[src/rtl/rr_sched_pkg.sv]
// Shared definitions for the round-robin grant scheduler: the FSM state
// encoding and the width helper for the optional tenure hold counter.
package rr_sched_pkg;

  typedef enum logic {
    ST_IDLE = 1'b0,
    ST_OWN  = 1'b1
  } state_e;

  // Hold counter must count 0 .. hold_max-1; never narrower than one bit.
  function automatic int hold_cnt_w(input int hold_max);
    return (hold_max <= 2) ? 1 : $clog2(hold_max);
  endfunction

endpackage

[src/rtl/rr_grant_sched_dec.sv]
// Binary-to-one-hot decoder with enable. Output is all zero when en = 0.
module rr_grant_sched_dec #(
  parameter  int IP_WIDTH = 2,
  localparam int OP_WIDTH = 1 << IP_WIDTH
) (
  input  logic                en,
  input  logic [IP_WIDTH-1:0] i,
  output logic [OP_WIDTH-1:0] y
);

  // Drive exactly the bit selected by i when enabled.
  always_comb begin
    y = '0;
    for (int k = 0; k < OP_WIDTH; k++) begin
      if (en && (i == k[IP_WIDTH-1:0])) begin
        y[k] = 1'b1;
      end
    end
  end

endmodule

[src/rtl/rr_grant_sched.sv]
// Round-robin scheduler sharing one resource among 2^IP_WIDTH requesters.
// A grant is held until the owner pulses done or drops its request; one
// idle cycle always separates consecutive tenures.
// Optional build macro RR_SCHED_TIMEOUT_EN bounds each tenure to HOLD_MAX
// cycles and pulses timeout on a forced release.
module rr_grant_sched
  import rr_sched_pkg::*;
#(
  parameter  int IP_WIDTH = 2,
  parameter  int HOLD_MAX = 16,
  localparam int OP_WIDTH = 1 << IP_WIDTH
) (
  input  logic                clk,
  input  logic                rst_n,
  input  logic [OP_WIDTH-1:0] req,
  input  logic                done,
  output logic                gnt_vld,
  output logic [IP_WIDTH-1:0] gnt_idx,
  output logic [OP_WIDTH-1:0] gnt,
  output logic                timeout
);

  localparam int HOLD_W = hold_cnt_w(HOLD_MAX);

  state_e              state_q, state_d;
  logic [IP_WIDTH-1:0] ptr_q, ptr_d;
  logic [IP_WIDTH-1:0] gnt_idx_q, gnt_idx_d;
  logic                gnt_vld_q, gnt_vld_d;

  logic [2*OP_WIDTH-1:0] req_dbl;
  logic [OP_WIDTH-1:0]   req_rot;
  logic [IP_WIDTH-1:0]   first_rot;
  logic [IP_WIDTH-1:0]   winner;
  logic                  rel;
  logic                  force_rel;

  // Priority search from ptr: rotate so ptr sits at bit 0, pick the lowest
  // set bit, then add ptr back (wraps naturally modulo N).
  always_comb begin
    req_dbl   = {req, req} >> ptr_q;
    req_rot   = req_dbl[OP_WIDTH-1:0];
    first_rot = '0;
    for (int k = OP_WIDTH - 1; k >= 0; k--) begin
      if (req_rot[k]) begin
        first_rot = k[IP_WIDTH-1:0];
      end
    end
    winner = first_rot + ptr_q;
  end

  // Owner gives up the resource by pulsing done or dropping its request.
  assign rel = (state_q == ST_OWN) && (done || !req[gnt_idx_q]);

`ifdef RR_SCHED_TIMEOUT_EN
  logic [HOLD_W-1:0] hold_q, hold_d;

  // Hold counter sits at zero while idle, so each tenure starts from zero.
  always_comb begin
    hold_d = '0;
    if (state_q == ST_OWN) begin
      hold_d = hold_q + HOLD_W'(1);
    end
  end

  // Hold counter register.
  always_ff @(posedge clk or negedge rst_n) begin
    if (!rst_n) begin
      hold_q <= '0;
    end else begin
      hold_q <= hold_d;
    end
  end

  // A normal release in the final cycle wins over the forced one.
  assign force_rel = (state_q == ST_OWN) && !rel &&
                     (hold_q == HOLD_W'(HOLD_MAX - 1));
`else
  logic unused_hold_cfg;
  assign unused_hold_cfg = ^HOLD_W;
  assign force_rel       = 1'b0;
`endif

  // Next-state logic: grant from IDLE, release from OWN.
  always_comb begin
    state_d   = state_q;
    ptr_d     = ptr_q;
    gnt_idx_d = gnt_idx_q;
    gnt_vld_d = gnt_vld_q;
    unique case (state_q)
      ST_IDLE: begin
        if (|req) begin
          state_d   = ST_OWN;
          gnt_idx_d = winner;
          gnt_vld_d = 1'b1;
        end
      end
      ST_OWN: begin
        if (rel || force_rel) begin
          state_d   = ST_IDLE;
          gnt_vld_d = 1'b0;
          ptr_d     = gnt_idx_q + IP_WIDTH'(1);
        end
      end
      default: begin
        state_d   = ST_IDLE;
        gnt_vld_d = 1'b0;
      end
    endcase
  end

  // State, pointer and registered grant outputs.
  always_ff @(posedge clk or negedge rst_n) begin
    if (!rst_n) begin
      state_q   <= ST_IDLE;
      ptr_q     <= '0;
      gnt_idx_q <= '0;
      gnt_vld_q <= 1'b0;
    end else begin
      state_q   <= state_d;
      ptr_q     <= ptr_d;
      gnt_idx_q <= gnt_idx_d;
      gnt_vld_q <= gnt_vld_d;
    end
  end

  assign gnt_vld = gnt_vld_q;
  assign gnt_idx = gnt_idx_q;
  assign timeout = force_rel;

  rr_grant_sched_dec #(
    .IP_WIDTH(IP_WIDTH)
  ) u_dec (
    .en(gnt_vld_q),
    .i (gnt_idx_q),
    .y (gnt)
  );

endmodule

[config.mk]
export PLATFORM = sky130hd
export DESIGN_NAME = rr_grant_sched
export DESIGN_NICKNAME = d
export VERILOG_FILES = /design/src/rtl/rr_sched_pkg.sv /design/src/rtl/rr_grant_sched_dec.sv /design/src/rtl/rr_grant_sched.sv
export SDC_FILE = /design/constraint.sdc
export NUM_CORES = 1
export LEC_CHECK = 0
export ABC_AREA = 1
export CORE_MARGIN = 2
export CORE_UTILIZATION = 30
export DETAILED_ROUTE_END_ITERATION = 8
export HOLD_SLACK_MARGIN = 0.02
export SKIP_CTS_REPAIR_TIMING = 1
export SYNTH_ARGS = -nofsm -noshare
export SYNTH_HDL_FRONTEND = slang
export SYNTH_SLANG_ARGS = --single-unit
[constraint.sdc]
create_clock -name clk -period 2.1 [get_ports clk]
set_clock_uncertainty 0.05 [all_clocks]
set_input_delay 0.42 -clock clk [delete_from_list [all_inputs] [get_ports clk]]
set_output_delay 0.42 -clock clk [all_outputs]
set_load 0.02 [all_outputs]
==> run_results.csv <==
group,metric,value,unit
placement,pre_cts_slack,0.0350,ns
worst_setup_path,crit_fanout,5,
logic_synthesis,synth_cell_type_count,18,
grt,overflow,0,
power,p_leak,0.480,nW
floorplan,initial_utilization,31.7,%
placement,dp_hpwl,974,um
power,p_per_area,1460,nW/um2
clock_network,numCtsBuffers,3,
power,finalPower,0.00109,W
clock_network,cts_tree,"built",
logic_synthesis,ys_seq_area_share,27.7,%
detailed_routing,vias_per_cell,4.28,
detailed_routing,dr_wl_met2,570,um
clock_network,clk_pin_slew,0.04,ns
worst_setup_path,critPathKind,"reg2out",
floorplan,core,1710,um2
power,ir_drop,658,uV
job,maxCapViolCount,0,
logic_synthesis,ys_ff_latch,6,
timing,hold_ws,0.368,ns
detailed_routing,top_layer_used,"met3",
floorplan,die_y,46.5,um
grt,grt_usage,13.3,%
detailed_routing,via_count,543,
grt,antenna_found_initial,0,
worst_setup_path,crit_path_start_kind,"flop",
cells_and_area,nets,116,
floorplan,die-area,2160,um2
detailed_routing,wl_met3,27,um
detailed_routing,drt-met1-wl,573,um
timing,fin_crit,1.89,ns
clock_network,clock_path_buffers,2,
grt,grt_pass1_wl,2060,um
cells_and_area,fillerInstances,176,
cells_and_area,layout_commonest_cell,"nand2_1",
cells_and_area,syn2layout_area_growth,38.6,%
timing,hold_viol,0,
clock_network,htreeDepth,1,
clock_network,clk_latency,0.24,ns
detailed_routing,wire_per_inst,9.22,um
logic_synthesis,yosys_warnings,0,
detailed_routing,firstDrtPassIters,4,
detailed_routing,drtIter0Drc,7,
placement,place_inst,124,
logic_synthesis,yosys-top-cells-area,"dfrtp_1, nand2_1, nand3_1",
detailed_routing,ant_nets,0,
grt,grt_max_degree,8,
logic_synthesis,syn_area,542,um2
clock_network,root_buffer,"clkbuf_4",
timing,fmax,0.529,GHz
logic_synthesis,netlist_instances,84,
timing,slew_viol_final,0,
timing,finalSetupViolations,0,
worst_setup_path,cp.arrival,1.42,ns
timing,rsz0062_at_grt,"no",
worst_setup_path,cp-end-kind,"primary output",
grt,grt_pass1_vias,477,
floorplan,num_rows,15,
run_status,outcome,"finished, final reports clean",
worst_setup_path,required,1.63,ns
placement,io_buffers,13,
logic_synthesis,syn_avg_cell_area,6.45,um2
logic_synthesis,synth_nets,96,
cells_and_area,final_cell_mix,"nand2_1, nand3_1, inv_1",
logic_synthesis,synth.top_cell.area_share,27.7,%
cells_and_area,instances_no_fill,127,
cells_and_area,antenna_cells,0,
hold_path,hp-class,"in2async",
detailed_routing,wl,1170,um
placement,routabilityCongestion,0.791,
clock_network,cts.sinks,6,
detailed_routing,route.detailed.drc,0,
logic_synthesis,synth_top_cell_by_area,"dfrtp_1",
floorplan,fp.dieW,46.5,um
timing,worst_slack,0.208,ns
cells_and_area,drive_gt1_share,11.8,%
floorplan,ios,15,
timing,period_share,90.1,%
[power breakdown]
group / total, W / switching (W) / internal, W / leakage, nW
clock network: 0.000102 / 0.0000380 / 0.0000644 / 0.0138
registers: 0.000275 / 0.0000974 / 0.000178 / 0.0724
logic: 0.000715 / 0.000397 / 0.000318 / 0.393
[per-stage QoR]
stage	utilization [%]	instance area, um2	TNS [ns]
2_1_floorplan	-	542	0
3_3_place_gp	42.1	718	0
3_5_place_dp	42.1	718	0
4_1_cts	43.4	741	-0.178
5_1_grt	44.0	751	0
6_report	44.0	751	0
[worst paths after layout]
| kind | start | endpoint | slack, ns | depth (start not counted) |
|---|---|---|---|---|
| min in group clk | state_q | state_q | 0.54 | 2 |
| max in group asynchronous | rst_n | ptr_q[1] | 1.42 | 1 |
| worst min register to register | state_q | state_q | 0.54 | 2 |
| worst max-delay path | gnt_idx[0] | gnt_idx[0] | 0.21 | 2 |
| worst max register to register | ptr_q[0] | gnt_idx[1] | 0.41 | 12 |
| worst min-delay path | rst_n | state_q | 0.37 | 1 |
[cell families (layout without fill, tap and decap cells)]
family	count (synthesis)	count (layout)	synth area share, %
flip-flops	6	6	27.7
other	1	1	0.692
buffers and inverters	17	35	13.2
AND/OR/NAND/NOR	46	46	37.0
AO/OA/AOI/OAI	8	8	8.32
XOR/XNOR	1	1	1.62
adder cells (fa/ha/maj)	5	5	11.5
[metal layers]
layer / track usage, % / up-vias
li1: - / 298
met1: 18.9 / 240
met2: 19.7 / 5
met3: 1.18 / 0
met4: 6.86 / 0
met5: 0 / -
[area by class of cell]
| class | count | area (um2) | area share, % |
|---|---|---|---|
| clock buffer | 3 | 22.5 | 3.00 |
| inverter | 15 | 56.3 | 7.50 |
| multi-input combinational | 61 | 320 | 42.7 |
| sequential | 6 | 150 | 20.0 |
| tap | 25 | 31.3 | 4.17 |
| timing repair buffer | 17 | 170 | 22.7 |
[registers in the layout, summed over array words and instances, names as in the netlist]
register and flops:
gnt_vld 1, state_q 1, ptr_q 2, gnt_idx 2
[Yosys cell counts]
master     n
nand2_2    3
a21oi_1    2
inv_1     13
conb_1     1
xnor2_1    1
o21ai_0    2
inv_2      1
nand3_1   14
nor2_2     1
dfrtp_1    6
buf_4      2
nand2_1   27
o21ai_1    2
o21a_1     1
a21boi_1   1
clkinv_1   1
nor2_1     1
ha_1       5
[worst max-delay path, cell delays in order, from the launching register on]
cell	delay, ns
dfrtp_1	0.42
buf_4	0.15
clkdlybuf4s50_1	0.61
No activity file was read; power rests on OpenSTA's default activity.
